==> config.mk <==
export PLATFORM = sky130hd
export DESIGN_NAME = fb_arbiter_flat
export DESIGN_NICKNAME = d
export VERILOG_FILES = /design/src/rtl/fb_arbiter_if.sv /design/src/rtl/fb_arbiter.sv /design/src/flat_wrapper.sv
export SDC_FILE = /design/constraint.sdc
export NUM_CORES = 1
export LEC_CHECK = 0
export ABC_AREA = 1
export ABC_CLOCK_PERIOD_IN_PS = 1600
export BUFFER_PORTS_ARGS = -buffer_cell sky130_fd_sc_hd__buf_4
export CAP_MARGIN = 20
export CORE_MARGIN = 2
export CORE_UTILIZATION = 33
export CTS_CLUSTER_SIZE = 24
export DETAILED_ROUTE_END_ITERATION = 10
export PLACE_DENSITY = 0.76
export SLEW_MARGIN = 20
export SYNTH_ARGS = -nofsm -noshare
export SYNTH_HDL_FRONTEND = slang
export SYNTH_SLANG_ARGS = --single-unit
==> constraint.sdc <==
create_clock -name clk -period 1.6 [get_ports clk]
set_input_delay 0.32 -clock clk [delete_from_list [all_inputs] [get_ports clk]]
set_output_delay 0.32 -clock clk [all_outputs]
set_load 0.01 [all_outputs]
==> src/rtl/fb_arbiter_if.sv <==
`default_nettype none
// ============================================================================
// Module  : fb_arbiter_if
// Brief   : Bundles the scanout, drawing-port, clear and RAM-side signals of
//           the framebuffer arbiter.
// Revision: 1.0 - initial release
// ============================================================================
interface fb_arbiter_if #(
  parameter int ADDR_W = 13,
  parameter int DATA_W = 16
);
  logic              scan_req;
  logic [ADDR_W-1:0] scan_addr;
  logic [DATA_W-1:0] scan_data;
  logic              scan_valid;

  logic              w0_valid, w0_ready;
  logic [ADDR_W-1:0] w0_addr;
  logic [DATA_W-1:0] w0_data, w0_mask;
  logic              w1_valid, w1_ready;
  logic [ADDR_W-1:0] w1_addr;
  logic [DATA_W-1:0] w1_data, w1_mask;

  logic              clear_start;
  logic [DATA_W-1:0] clear_value;
  logic              clear_busy;
  logic              addr_err;

  logic              mem_en, mem_we;
  logic [ADDR_W-1:0] mem_addr;
  logic [DATA_W-1:0] mem_wdata, mem_wmask;
  logic [DATA_W-1:0] mem_rdata;

  modport slave (
    input  scan_req, scan_addr,
    input  w0_valid, w0_addr, w0_data, w0_mask,
    input  w1_valid, w1_addr, w1_data, w1_mask,
    input  clear_start, clear_value, mem_rdata,
    output scan_data, scan_valid, w0_ready, w1_ready, clear_busy, addr_err,
    output mem_en, mem_we, mem_addr, mem_wdata, mem_wmask
  );

  modport master (
    output scan_req, scan_addr,
    output w0_valid, w0_addr, w0_data, w0_mask,
    output w1_valid, w1_addr, w1_data, w1_mask,
    output clear_start, clear_value, mem_rdata,
    input  scan_data, scan_valid, w0_ready, w1_ready, clear_busy, addr_err,
    input  mem_en, mem_we, mem_addr, mem_wdata, mem_wmask
  );
endinterface
`default_nettype wire

==> src/rtl/fb_arbiter.sv <==
`default_nettype none
// ============================================================================
// Module  : fb_arbiter
// Brief   : Single-port framebuffer RAM arbiter: scanout first, optional clear
//           engine (FB_ARB_CLEAR_EN), then two round-robin drawing writers.
// Revision: 1.0 - initial release
// ============================================================================
module fb_arbiter #(
  parameter int ADDR_W = 13,
  parameter int DATA_W = 16,
  parameter int WORDS  = 4800
) (
  input  logic        clk,
  input  logic        rst,
  fb_arbiter_if.slave bus
);
  localparam logic [ADDR_W-1:0] c_words = ADDR_W'(WORDS);
  localparam logic [ADDR_W-1:0] c_last  = ADDR_W'(WORDS - 1);

  logic              w_idle, w_clearing;
  logic [ADDR_W-1:0] w_clr_addr;
  logic [DATA_W-1:0] w_clr_data;

`ifdef FB_ARB_CLEAR_EN
  typedef enum logic [0:0] {IDLE = 1'b0, CLEAR = 1'b1} state_t;

  state_t            r_state, w_state_nxt;
  logic [ADDR_W-1:0] r_cnt, w_cnt_nxt;
  logic [DATA_W-1:0] r_clr_val, w_clr_val_nxt;

  always_ff @(posedge clk) begin
    if (rst) begin
      r_state   <= IDLE;
      r_cnt     <= '0;
      r_clr_val <= '0;
    end else begin
      r_state   <= w_state_nxt;
      r_cnt     <= w_cnt_nxt;
      r_clr_val <= w_clr_val_nxt;
    end
  end

  // The counter only moves on cycles the scanout leaves free.
  always_comb begin
    w_state_nxt   = r_state;
    w_cnt_nxt     = r_cnt;
    w_clr_val_nxt = r_clr_val;
    case (r_state)
      IDLE: begin
        if (bus.clear_start) begin
          w_state_nxt   = CLEAR;
          w_cnt_nxt     = '0;
          w_clr_val_nxt = bus.clear_value;
        end
      end
      CLEAR: begin
        if (!bus.scan_req) begin
          if (r_cnt == c_last) begin
            w_state_nxt = IDLE;
            w_cnt_nxt   = '0;
          end else begin
            w_cnt_nxt = r_cnt + ADDR_W'(1);
          end
        end
      end
      default: w_state_nxt = IDLE;
    endcase
  end

  assign w_idle         = (r_state == IDLE);
  assign w_clearing     = (r_state == CLEAR);
  assign w_clr_addr     = r_cnt;
  assign w_clr_data     = r_clr_val;
  assign bus.clear_busy = w_clearing;
`else
  logic w_unused_clear;
  assign w_unused_clear = ^{bus.clear_start, bus.clear_value};
  assign w_idle         = 1'b1;
  assign w_clearing     = 1'b0;
  assign w_clr_addr     = '0;
  assign w_clr_data     = '0;
  assign bus.clear_busy = 1'b0;
`endif

  logic              r_rr, r_addr_err, r_scan_p1, r_scan_valid;
  logic              r_mem_en, r_mem_we;
  logic [ADDR_W-1:0] r_mem_addr;
  logic [DATA_W-1:0] r_mem_wdata, r_mem_wmask;

  logic              w_grant, w_wr_ok, w_accept, w_in_range;
  logic [ADDR_W-1:0] w_waddr;
  logic [DATA_W-1:0] w_wdata, w_wmask;
  logic              w_mem_en, w_mem_we;
  logic [ADDR_W-1:0] w_mem_addr;
  logic [DATA_W-1:0] w_mem_wdata, w_mem_wmask;

  // A lone requester wins outright; the pointer only breaks ties.
  assign w_grant    = (bus.w0_valid && bus.w1_valid) ? r_rr : bus.w1_valid;
  assign w_wr_ok    = !rst && w_idle && !bus.scan_req;
  assign bus.w0_ready = w_wr_ok && bus.w0_valid && !w_grant;
  assign bus.w1_ready = w_wr_ok && bus.w1_valid && w_grant;
  assign w_accept   = bus.w0_ready || bus.w1_ready;
  assign w_waddr    = w_grant ? bus.w1_addr : bus.w0_addr;
  assign w_wdata    = w_grant ? bus.w1_data : bus.w0_data;
  assign w_wmask    = w_grant ? bus.w1_mask : bus.w0_mask;
  assign w_in_range = (w_waddr < c_words);

  always_comb begin
    w_mem_en    = 1'b0;
    w_mem_we    = 1'b0;
    w_mem_addr  = '0;
    w_mem_wdata = '0;
    w_mem_wmask = '0;
    if (bus.scan_req) begin
      w_mem_en   = 1'b1;
      w_mem_addr = bus.scan_addr;
    end else if (w_clearing) begin
      w_mem_en    = 1'b1;
      w_mem_we    = 1'b1;
      w_mem_addr  = w_clr_addr;
      w_mem_wdata = w_clr_data;
      w_mem_wmask = '1;
    end else if (w_accept && w_in_range) begin
      w_mem_en    = 1'b1;
      w_mem_we    = 1'b1;
      w_mem_addr  = w_waddr;
      w_mem_wdata = w_wdata;
      w_mem_wmask = w_wmask;
    end
  end

  always_ff @(posedge clk) begin
    if (rst) begin
      r_rr         <= 1'b0;
      r_addr_err   <= 1'b0;
      r_scan_p1    <= 1'b0;
      r_scan_valid <= 1'b0;
      r_mem_en     <= 1'b0;
      r_mem_we     <= 1'b0;
      r_mem_addr   <= '0;
      r_mem_wdata  <= '0;
      r_mem_wmask  <= '0;
    end else begin
      r_scan_p1    <= bus.scan_req;
      r_scan_valid <= r_scan_p1;
      r_mem_en     <= w_mem_en;
      r_mem_we     <= w_mem_we;
      r_mem_addr   <= w_mem_addr;
      r_mem_wdata  <= w_mem_wdata;
      r_mem_wmask  <= w_mem_wmask;
      if (w_accept) begin
        r_rr <= ~w_grant;
        if (!w_in_range) r_addr_err <= 1'b1;
      end
    end
  end

  assign bus.mem_en     = r_mem_en;
  assign bus.mem_we     = r_mem_we;
  assign bus.mem_addr   = r_mem_addr;
  assign bus.mem_wdata  = r_mem_wdata;
  assign bus.mem_wmask  = r_mem_wmask;
  assign bus.addr_err   = r_addr_err;
  assign bus.scan_valid = r_scan_valid;
  // RAM data arrives one cycle after the registered read strobe; pass it through.
  assign bus.scan_data  = r_scan_valid ? bus.mem_rdata : '0;
endmodule
`default_nettype wire

==> src/flat_wrapper.sv <==
// flat-port wrapper written by rule: the top's interface ports become plain ports
module fb_arbiter_flat 
#(
  parameter int ADDR_W = 13,
  parameter int DATA_W = 16,
  parameter int WORDS  = 4800
)
  (clk, rst, bus_scan_req, bus_scan_addr, bus_w0_valid, bus_w0_addr, bus_w0_data, bus_w0_mask, bus_w1_valid, bus_w1_addr, bus_w1_data, bus_w1_mask, bus_clear_start, bus_clear_value, bus_mem_rdata, bus_scan_data, bus_scan_valid, bus_w0_ready, bus_w1_ready, bus_clear_busy, bus_addr_err, bus_mem_en, bus_mem_we, bus_mem_addr, bus_mem_wdata, bus_mem_wmask);
  fb_arbiter_if #(.ADDR_W(ADDR_W), .DATA_W(DATA_W)) bus_i ();
  input  logic clk;
  input  logic rst;
  input wire logic [$bits(bus_i.scan_req)-1:0] bus_scan_req;
  input wire logic [$bits(bus_i.scan_addr)-1:0] bus_scan_addr;
  input wire logic [$bits(bus_i.w0_valid)-1:0] bus_w0_valid;
  input wire logic [$bits(bus_i.w0_addr)-1:0] bus_w0_addr;
  input wire logic [$bits(bus_i.w0_data)-1:0] bus_w0_data;
  input wire logic [$bits(bus_i.w0_mask)-1:0] bus_w0_mask;
  input wire logic [$bits(bus_i.w1_valid)-1:0] bus_w1_valid;
  input wire logic [$bits(bus_i.w1_addr)-1:0] bus_w1_addr;
  input wire logic [$bits(bus_i.w1_data)-1:0] bus_w1_data;
  input wire logic [$bits(bus_i.w1_mask)-1:0] bus_w1_mask;
  input wire logic [$bits(bus_i.clear_start)-1:0] bus_clear_start;
  input wire logic [$bits(bus_i.clear_value)-1:0] bus_clear_value;
  input wire logic [$bits(bus_i.mem_rdata)-1:0] bus_mem_rdata;
  output wire logic [$bits(bus_i.scan_data)-1:0] bus_scan_data;
  output wire logic [$bits(bus_i.scan_valid)-1:0] bus_scan_valid;
  output wire logic [$bits(bus_i.w0_ready)-1:0] bus_w0_ready;
  output wire logic [$bits(bus_i.w1_ready)-1:0] bus_w1_ready;
  output wire logic [$bits(bus_i.clear_busy)-1:0] bus_clear_busy;
  output wire logic [$bits(bus_i.addr_err)-1:0] bus_addr_err;
  output wire logic [$bits(bus_i.mem_en)-1:0] bus_mem_en;
  output wire logic [$bits(bus_i.mem_we)-1:0] bus_mem_we;
  output wire logic [$bits(bus_i.mem_addr)-1:0] bus_mem_addr;
  output wire logic [$bits(bus_i.mem_wdata)-1:0] bus_mem_wdata;
  output wire logic [$bits(bus_i.mem_wmask)-1:0] bus_mem_wmask;
  assign bus_i.scan_req = bus_scan_req;
  assign bus_i.scan_addr = bus_scan_addr;
  assign bus_i.w0_valid = bus_w0_valid;
  assign bus_i.w0_addr = bus_w0_addr;
  assign bus_i.w0_data = bus_w0_data;
  assign bus_i.w0_mask = bus_w0_mask;
  assign bus_i.w1_valid = bus_w1_valid;
  assign bus_i.w1_addr = bus_w1_addr;
  assign bus_i.w1_data = bus_w1_data;
  assign bus_i.w1_mask = bus_w1_mask;
  assign bus_i.clear_start = bus_clear_start;
  assign bus_i.clear_value = bus_clear_value;
  assign bus_i.mem_rdata = bus_mem_rdata;
  assign bus_scan_data = bus_i.scan_data;
  assign bus_scan_valid = bus_i.scan_valid;
  assign bus_w0_ready = bus_i.w0_ready;
  assign bus_w1_ready = bus_i.w1_ready;
  assign bus_clear_busy = bus_i.clear_busy;
  assign bus_addr_err = bus_i.addr_err;
  assign bus_mem_en = bus_i.mem_en;
  assign bus_mem_we = bus_i.mem_we;
  assign bus_mem_addr = bus_i.mem_addr;
  assign bus_mem_wdata = bus_i.mem_wdata;
  assign bus_mem_wmask = bus_i.mem_wmask;
  fb_arbiter #(.ADDR_W(ADDR_W), .DATA_W(DATA_W), .WORDS(WORDS)) u_core (.clk(clk), .rst(rst), .bus(bus_i));
endmodule
After elaboration in Yosys (flattened, before gate mapping). Cells that the tools add are included.

Bits in registers: 51. Input bits: 141. Output and inout bits: 68.

Order comparisons: 1. Mux-type cells: 9. Bitwise operators: 3. Reductions and logical operators: 14.

Operator list (number): 2-to-1 mux 16 bit (3); 2-to-1 mux 13 bit (3); < comparator 13 bit, second input constant (1); logical AND 1 bit (7); zero test 1 bit (3); 2-to-1 mux 1 bit (3); NOT 1 bit (3); OR reduction 3 bit (1); AND reduction 2 bit (1); OR reduction 2 bit (1); logical OR 1 bit (1).

Logic depth before layout (Yosys ltp). Gate-level depths: netlist (run 1).

Depth after elaboration: 8. Gate-level depth with buffers: 12. Gate-level depth less buffers: 12.

Worst setup path before layout (run 1). OpenSTA, ideal clock, no wires.

Kind: input to output. Start point: in bus_w1_valid. End point: out bus_w0_ready. Arrival time: 1.220 ns. Data required time: 1.280 ns. Setup slack: 0.060 ns. Stages: 7. Path through: buf_4 nand2_4 buf_6 buf_4 buf_2 nand3_1 inv_1.

Longest elaborated chain between the ends: 4.

Ends and longest elaborated chain: start: declaration (RTL line flat_wrapper.sv:18) `input wire logic [$bits(bus_i.w1_valid)-1:0] bus_w1_valid;`; logical AND 1 bit (RTL line fb_arbiter.sv:98) `assign w_grant = (bus.w0_valid && bus.w1_valid) ? r_rr : bus.w1_valid;`; 2-to-1 mux 1 bit (*) (RTL line fb_arbiter.sv:98); zero test 1 bit (*) (RTL line fb_arbiter.sv:100) `assign bus.w0_ready = w_wr_ok && bus.w0_valid && !w_grant;`; logical AND 1 bit (*) (RTL line fb_arbiter.sv:100); end: declaration (RTL line flat_wrapper.sv:27) `output wire logic [$bits(bus_i.w0_ready)-1:0] bus_w0_ready;`.

Mark *: on every way between the ends. The rest lies on a longest branch, timed or not.

Worst setup path after layout (run 1).
Start point: reg u_core.r_rr. End point: out bus_w0_ready.

Longest elaborated chain between the ends: 3.

Ends and longest elaborated chain: start: declaration (RTL line fb_arbiter.sv:85) `logic r_rr, r_addr_err, r_scan_p1, r_scan_valid;`; start signal: assignment (RTL line fb_arbiter.sv:152) `r_rr <= ~w_grant;`; 2-to-1 mux 1 bit (RTL line fb_arbiter.sv:98); zero test 1 bit (RTL line fb_arbiter.sv:100); logical AND 1 bit (RTL line fb_arbiter.sv:100).

No other way between the ends.

==> results of run 1 <==
synthesized netlist by cell type:
| cell | count | area share |
|---|---|---|
| sky130_fd_sc_hd__nand3_2 | 1 | 0.0045 |
| sky130_fd_sc_hd__buf_2 | 2 | 0.0045 |
| sky130_fd_sc_hd__buf_4 | 3 | 0.010 |
| sky130_fd_sc_hd__dfxtp_1 | 51 | 0.46 |
| sky130_fd_sc_hd__o21ai_2 | 3 | 0.012 |
| sky130_fd_sc_hd__mux2_2 | 6 | 0.030 |
| sky130_fd_sc_hd__nand2_1 | 92 | 0.16 |
| sky130_fd_sc_hd__conb_1 | 1 | 0.0017 |
| sky130_fd_sc_hd__a21oi_2 | 19 | 0.075 |
| sky130_fd_sc_hd__nand2_4 | 2 | 0.010 |
| sky130_fd_sc_hd__o21ai_1 | 2 | 0.0045 |
| sky130_fd_sc_hd__nand2_2 | 2 | 0.0056 |
| sky130_fd_sc_hd__o31ai_1 | 1 | 0.0034 |
| sky130_fd_sc_hd__buf_6 | 4 | 0.020 |
| sky130_fd_sc_hd__clkinv_1 | 1 | 0.0017 |
| sky130_fd_sc_hd__inv_1 | 28 | 0.047 |
| sky130_fd_sc_hd__clkbuf_1 | 11 | 0.019 |
| sky130_fd_sc_hd__a21oi_1 | 15 | 0.034 |
| sky130_fd_sc_hd__nand3_1 | 35 | 0.079 |
| sky130_fd_sc_hd__nand3b_1 | 1 | 0.0034 |
| sky130_fd_sc_hd__o21ai_0 | 5 | 0.011 |
| sky130_fd_sc_hd__inv_2 | 1 | 0.0017 |
| sky130_fd_sc_hd__nor2_1 | 5 | 0.0084 |
metal layers:
metal  share of wire  wire length (um)  vias to the layer above  track usage
met5               0                 0                        -            0
met4          0.0072                53                        0       0.0491
met3           0.088               649                        6       0.0558
met2            0.52              3790                      129        0.345
met1            0.39              2850                     1129        0.225
li1                -                 -                     1310            -
kinds of logic after synthesis:
family,count (synthesis),synth area share
AOI/OAI and AO/OA,45,0.139
other,1,0.00168
and+or+nand+nor,138,0.266
buffers and inverters,50,0.104
DFF,51,0.459
muxes,6,0.0304
sequential cells by signal (all words and copies together) (netlist names):
signal,flops
u_core.bus.mem_wdata,16
u_core.bus.mem_wmask,16
u_core.bus.mem_addr,13
u_core.bus.addr_err,1
u_core.bus.mem_en,1
u_core.bus.mem_we,1
u_core.bus.scan_valid,1
u_core.r_rr,1
u_core.r_scan_p1,1
worst max-delay path: stages, from the launching register on:
cell,delay [ns]
sky130_fd_sc_hd__dfxtp_2,0.32
sky130_fd_sc_hd__inv_2,0.07
sky130_fd_sc_hd__nand2_4,0.07
sky130_fd_sc_hd__nand2_8,0.13
sky130_fd_sc_hd__buf_6,0.11
sky130_fd_sc_hd__nand3_2,0.07
sky130_fd_sc_hd__inv_2,0.06
sky130_fd_sc_hd__buf_4,0.11
worst paths after layout:
kind	endpoint	slack [ns]
setup / recovery	bus_w0_ready	0.04
hold / removal	u_core.bus.mem_addr[4]	0.21
setup reg to reg	u_core.bus.mem_addr[11]	0.08
hold reg to reg	u_core.bus.scan_valid	0.40
area by class of cell:
cell class | count | share of cell area
timing repair buffer | 212 | 0.412
sequential | 51 | 0.259
tap | 77 | 0.0244
multi-input combinational | 190 | 0.254
clock inverter | 2 | 0.00317
clock buffer | 6 | 0.0184
inverter | 30 | 0.0292
cells in the final DEF, fill, tap and decap left out:
cell type                    count
sky130_fd_sc_hd__buf_4         208
sky130_fd_sc_hd__nand2_1        92
sky130_fd_sc_hd__dfxtp_1        49
sky130_fd_sc_hd__nand3_1        34
sky130_fd_sc_hd__inv_1          26
sky130_fd_sc_hd__a21oi_2        20
sky130_fd_sc_hd__a21oi_1        14
sky130_fd_sc_hd__mux2_2          6
sky130_fd_sc_hd__o21ai_1         5
sky130_fd_sc_hd__clkbuf_8        5
sky130_fd_sc_hd__nor2_1          4
sky130_fd_sc_hd__inv_2           3
sky130_fd_sc_hd__o21ai_2         3
sky130_fd_sc_hd__nand2_2         2
sky130_fd_sc_hd__o21ai_0         2
sky130_fd_sc_hd__buf_6           2
sky130_fd_sc_hd__buf_12          2
sky130_fd_sc_hd__dfxtp_2         2
sky130_fd_sc_hd__nand2_4         1
sky130_fd_sc_hd__nand2_8         1
sky130_fd_sc_hd__nor2_2          1
sky130_fd_sc_hd__nand3_2         1
sky130_fd_sc_hd__nand3b_1        1
sky130_fd_sc_hd__nand3_4         1
sky130_fd_sc_hd__inv_4           1
sky130_fd_sc_hd__o31ai_1         1
sky130_fd_sc_hd__conb_1          1
sky130_fd_sc_hd__clkinvlp_4      1
sky130_fd_sc_hd__clkinv_2        1
sky130_fd_sc_hd__clkbuf_1        1
power groups by stage:
stage / clock, W / combinational [W] / sequential (W)
2_1_floorplan: 0 / 0.000258 / 0.00140
3_3_place_gp: 0 / 0.000682 / 0.00137
3_5_place_dp: 0 / 0.000692 / 0.00137
4_1_cts: 0.000756 / 0.000707 / 0.00134
5_1_grt: 0.000811 / 0.000781 / 0.00135
6_report: 0.000725 / 0.000714 / 0.00134
through the flow:
step | total power, W | instances
detailed placement | 0.00206 | 558
global route | 0.00294 | 568
CTS | 0.00281 | 566
finish | 0.00278 | 568
global placement | 0.00205 | 558
floorplan | 0.00165 | 291
what timing repair did:
action,in CTS,in global routing
setup endpoints to repair,46,46
buffers inserted,0,2
pin swaps,0,1
hold buffers,0,0
gates cloned,0,0
gates resized for setup,10,12
==> out/metrics.cfg, run 1 <==
[synthesis]
syn-mean-instance-area_um2=7.65
synth_nets=432
synth.distinct_cells=23
synth.yosys.seq_area_share=0.459
yosys_warnings=0
synth.ff_latch_count=51
netlist_area_um2=2230
post_synth_inst_count=291

[pwr]
pwr-share-comb=0.256
power.leakage_nw=2.13
sw_power_w=0.000750
clockPowerShare=0.261
netSwitchingFraction=0.269
share_seq_of_total_power=0.483
cellInternalPower_w=0.00203
vdd_drop_max_mv=0.356
power-per-cell-area_nw_per_um2=705

[drt]
drt-pass1-iter-count=4
routed_wl_um=7340
detail_route.wl_per_cell_um=12.9
post-route-drc-count=0
route.antenna.remaining_nets=0
detail_routed_via_count_per_cell=4.53
route.vias.total=2574
detail_route.iter0.violations=73

[cts]
numClockSinks=51
numCtsBuffers=5
clock_path_buffers=2
cts_tree=yes
cts-root-buf=sky130_fd_sc_hd__clkbuf_8
htreeDepth=2
cts.reportedPaths.clkPinSlew_ns=0.09
clk_latency_ns=0.30

[grt]
grt.total_usage=0.193
grt_pass1_vias=2490
antenna_violations_before_repair=0
largest_net_degree_at_the_start_of_global_routing=32
grt_first_pass_wirelength_um=11400
grt_remaining_overflow=0

[finish]
finish.utilization=0.614
stdcell_area_um2=3950
flow.area_growth_from_synthesis_pct=77.2
multi_input_gate_area_in_the_final_layout_um2=1000
nNetsFinal=631
seqCellArea_um2=1020
fillers=570
diodes=0
fraction_of_final_layout_cells_sized_beyond_drive_strength_1=0.532

[sta]
setup_slack_ns=0.0403
maxSlewViolCount=0
portion_of_the_clock_cycle_consumed_by_the_worst_path_in_the_final_layout=0.975
timing.setup.tns_ns=0
finalClockSkew_ns=0.00927
fin_worst_hold_slack_ns=0.211
min_period_ns=1.56
report.final.hold_viol_count=0
fmaxAchievable_ghz=0.641
rsz0062_at_grt=true
timing.final.setup_violations=0

[min_path]
hold-path-cell-count=3
class_of_the_tightest_hold_or_removal_check=in2reg
min_from=bus_scan_addr[4]

[floorplan]
rows=29
core_um2=6420
start_util=0.347
design.die.area_um2=7420
io_pins=209
chipHeight_um=86.1
floorplan.die.width_um=86.1

[setup_path]
worst_setup_path_start=u_core.r_rr
path_max_fanout=15
worstSetupPathType=reg2out
r2r_path_start=u_core.r_rr
worstRegToRegCells=10
worst_setup_path_end_kind=output pin
arrival_ns=1.24
worstPathRequired_ns=1.28
cp-start-kind=flip-flop

[status]
result_of_the_run=finished clean

[placement]
pre_cts_slack_ns=-0.181
place.detailed.hpwl_um=5710
placement.cell_area_um2=3780
finalWeightedCongestion=0.776
io_buffer_count=190

[job]
maxCapViolations=0

No activity file was read; power rests on OpenSTA's default activity.
==> run 2, diff against run 1 <==
==> constraint.sdc (replaced) <==
create_clock -name clk -period 1.6 [get_ports clk]
set_input_delay 0.48 -clock clk [delete_from_list [all_inputs] [get_ports clk]]
set_output_delay 0.48 -clock clk [all_outputs]
set_load 0.01 [all_outputs]
==> run 2 against run 1 <==
Cell count increased by 1.9%. Global-route usage decreased by 0.31 points. Wire length increased by 2.1%. Clock power increased by 21%. Power increased by 7.6%. Sequential power about the same. Sequential share of layout area decreased by 1.3 points. Via count increased by 2.2%. Die area unchanged. The run now ends with setup timing left. Utilization increased by 3.1 points. Combinational power increased by 8.8%.
==> out/metrics.cfg, run 2 (synthesis results as in run 1) <==
[status]
result_of_the_run=finished with violations
violations=setup timing

[sta]
setup_slack_ns=-0.0481
portion_of_the_clock_cycle_consumed_by_the_worst_path_in_the_final_layout=1.03
maxSlewViolCount=0
timing.final.setup_violations=2
rsz0062_at_grt=true
min_period_ns=1.65
finalClockSkew_ns=0.0107
report.final.hold_viol_count=0
fmaxAchievable_ghz=0.607

[grt]
largest_net_degree_at_the_start_of_global_routing=33
use_met1=0.204
antenna_violations_before_repair=0
grt_remaining_overflow=0
top_usage_layer=met2
grt_pass1_vias=2554
grt.met2_usage=0.343
grt.total_usage=0.190
grt_first_pass_wirelength_um=11300
global_route.usage.met3=0.0606

[min_path]
class_of_the_tightest_hold_or_removal_check=in2reg

[setup_path]
arrival_ns=1.17
worst_setup_path_end_kind=output pin
path_max_fanout=4
worstPathRequired_ns=1.12
cp-start-kind=flip-flop
worstSetupPathType=reg2out

[cts]
cts-root-buf=sky130_fd_sc_hd__clkbuf_8
numCtsBuffers=5
clk_latency_ns=0.30
htreeDepth=2
post_cts_hold_buffer_count=0
clock_path_buffers=2
cts_tree=yes
cts.reportedPaths.clkPinSlew_ns=0.10
numClockSinks=51

[pwr]
cellInternalPower_w=0.00222
netSwitchingFraction=0.257
power.leakage_nw=2.22
clockPowerShare=0.293
report.power.total_w=0.00299
sw_power_w=0.000770
pwr-share-comb=0.260
power-per-cell-area_nw_per_um2=723
vdd_drop_max_mv=0.447
share_seq_of_total_power=0.448

[floorplan]
design.die.area_um2=7420
floorplan.die.width_um=86.1
rows=29
chipHeight_um=86.1
start_util=0.347
core_um2=6420
io_pins=209

[drt]
route.vias.total=2631
route.antenna.remaining_nets=0
detail_route.wl_per_cell_um=12.9
post-route-drc-count=0
drt-pass1-iter-count=4
detail_route.iter0.violations=62
detail_routed_via_count_per_cell=4.54
routed_wl_um=7500

[placement]
placement.cell_area_um2=3810
place.detailed.hpwl_um=5780
finalWeightedCongestion=0.763
io_buffer_count=190
pre_cts_slack_ns=-0.298

[finish]
finish.utilization=0.645
fillers=576
fraction_of_final_layout_cells_sized_beyond_drive_strength_1=0.568
multi_input_gate_area_in_the_final_layout_um2=1050
seqCellArea_um2=1020
layout_common_cells=sky130_fd_sc_hd__buf_4, sky130_fd_sc_hd__nand2_1, sky130_fd_sc_hd__dfxtp_1, sky130_fd_sc_hd__nand3_1, sky130_fd_sc_hd__inv_1
nNetsFinal=643
diodes=0
flow.area_growth_from_synthesis_pct=86.1
stdcell_area_um2=4140
final_common_cell=sky130_fd_sc_hd__buf_4

[job]
maxCapViolations=0

==> run 2: changes by cell type in the layout (fill, tap and decap cells not counted), moves of 2 or more <==
cell	before	now
sky130_fd_sc_hd__a21oi_1	14	12
sky130_fd_sc_hd__nand2_2	2	11
sky130_fd_sc_hd__a21oi_2	20	22
sky130_fd_sc_hd__buf_6	2	6
sky130_fd_sc_hd__o21ai_0	2	4
sky130_fd_sc_hd__nand2_1	92	83
sky130_fd_sc_hd__o21ai_1	5	2
sky130_fd_sc_hd__buf_4	208	214
==> run 2: critical path, stage by stage (launching register included) <==
cell                      delay, ns
sky130_fd_sc_hd__dfxtp_2       0.32
sky130_fd_sc_hd__inv_2         0.07
sky130_fd_sc_hd__nand2_4       0.08
sky130_fd_sc_hd__nand2_8       0.08
sky130_fd_sc_hd__buf_6         0.12
sky130_fd_sc_hd__nand3_4       0.06
sky130_fd_sc_hd__inv_2         0.05
sky130_fd_sc_hd__buf_6         0.09
==> run 2: cell type report <==
| class | instances | area share |
|---|---|---|
| Timing Repair Buffer | 224 | 0.424 |
| Multi-Input combinational cell | 190 | 0.253 |
| Sequential cell | 51 | 0.247 |
| Inverter | 30 | 0.0272 |
| Tap cell | 77 | 0.0233 |
| Clock buffer | 5 | 0.0166 |
| Clock inverter | 2 | 0.00906 |
==> run 2: metrics by stage <==
stage	hold slack (ns)	setup TNS, ns	cells
2_1_floorplan	0.388	-0.0942	291
3_3_place_gp	0.391	-10.08	562
3_5_place_dp	0.419	-11.50	562
4_1_cts	0.363	-0.201	573
5_1_grt	0.367	-0.783	579
6_report	0.374	-0.0914	579
==> run 2: final timing paths <==
check	from	endpoint	slack, ns	cells past startpoint
worst max register to register	u_core.r_rr	u_core.bus.mem_wdata[4]	0.05	11
worst min-delay path	bus_scan_addr[6]	u_core.bus.mem_addr[6]	0.37	3
worst min register to register	u_core.r_scan_p1	u_core.bus.scan_valid	0.42	2
worst max-delay path	u_core.r_rr	bus_w0_ready	-0.05	7
==> run 2: power by group through the flow <==
stage	Clock [W]	Combinational (W)	Sequential, W
floorplan	0	0.000265	0.00140
global placement	0	0.000688	0.00137
detailed placement	0	0.000700	0.00137
CTS	0.000899	0.000735	0.00134
global route	0.000946	0.000844	0.00134
finish	0.000876	0.000777	0.00134
==> run 2: timing repair <==
action / 4_1_cts / 5_1_grt
pin swaps: 3 / 6
resized for setup: 15 / 23
cloned: 0 / 2
setup endpoints to repair: 44 / 50
buffers inserted: 4 / 4
==> run 2: routing by layer <==
layer / wire length (um) / vias to the layer above
li1: - / 1334
met1: 2720 / 1148
met2: 3920 / 129
met3: 675 / 20
met4: 182 / 0
met5: 0 / -
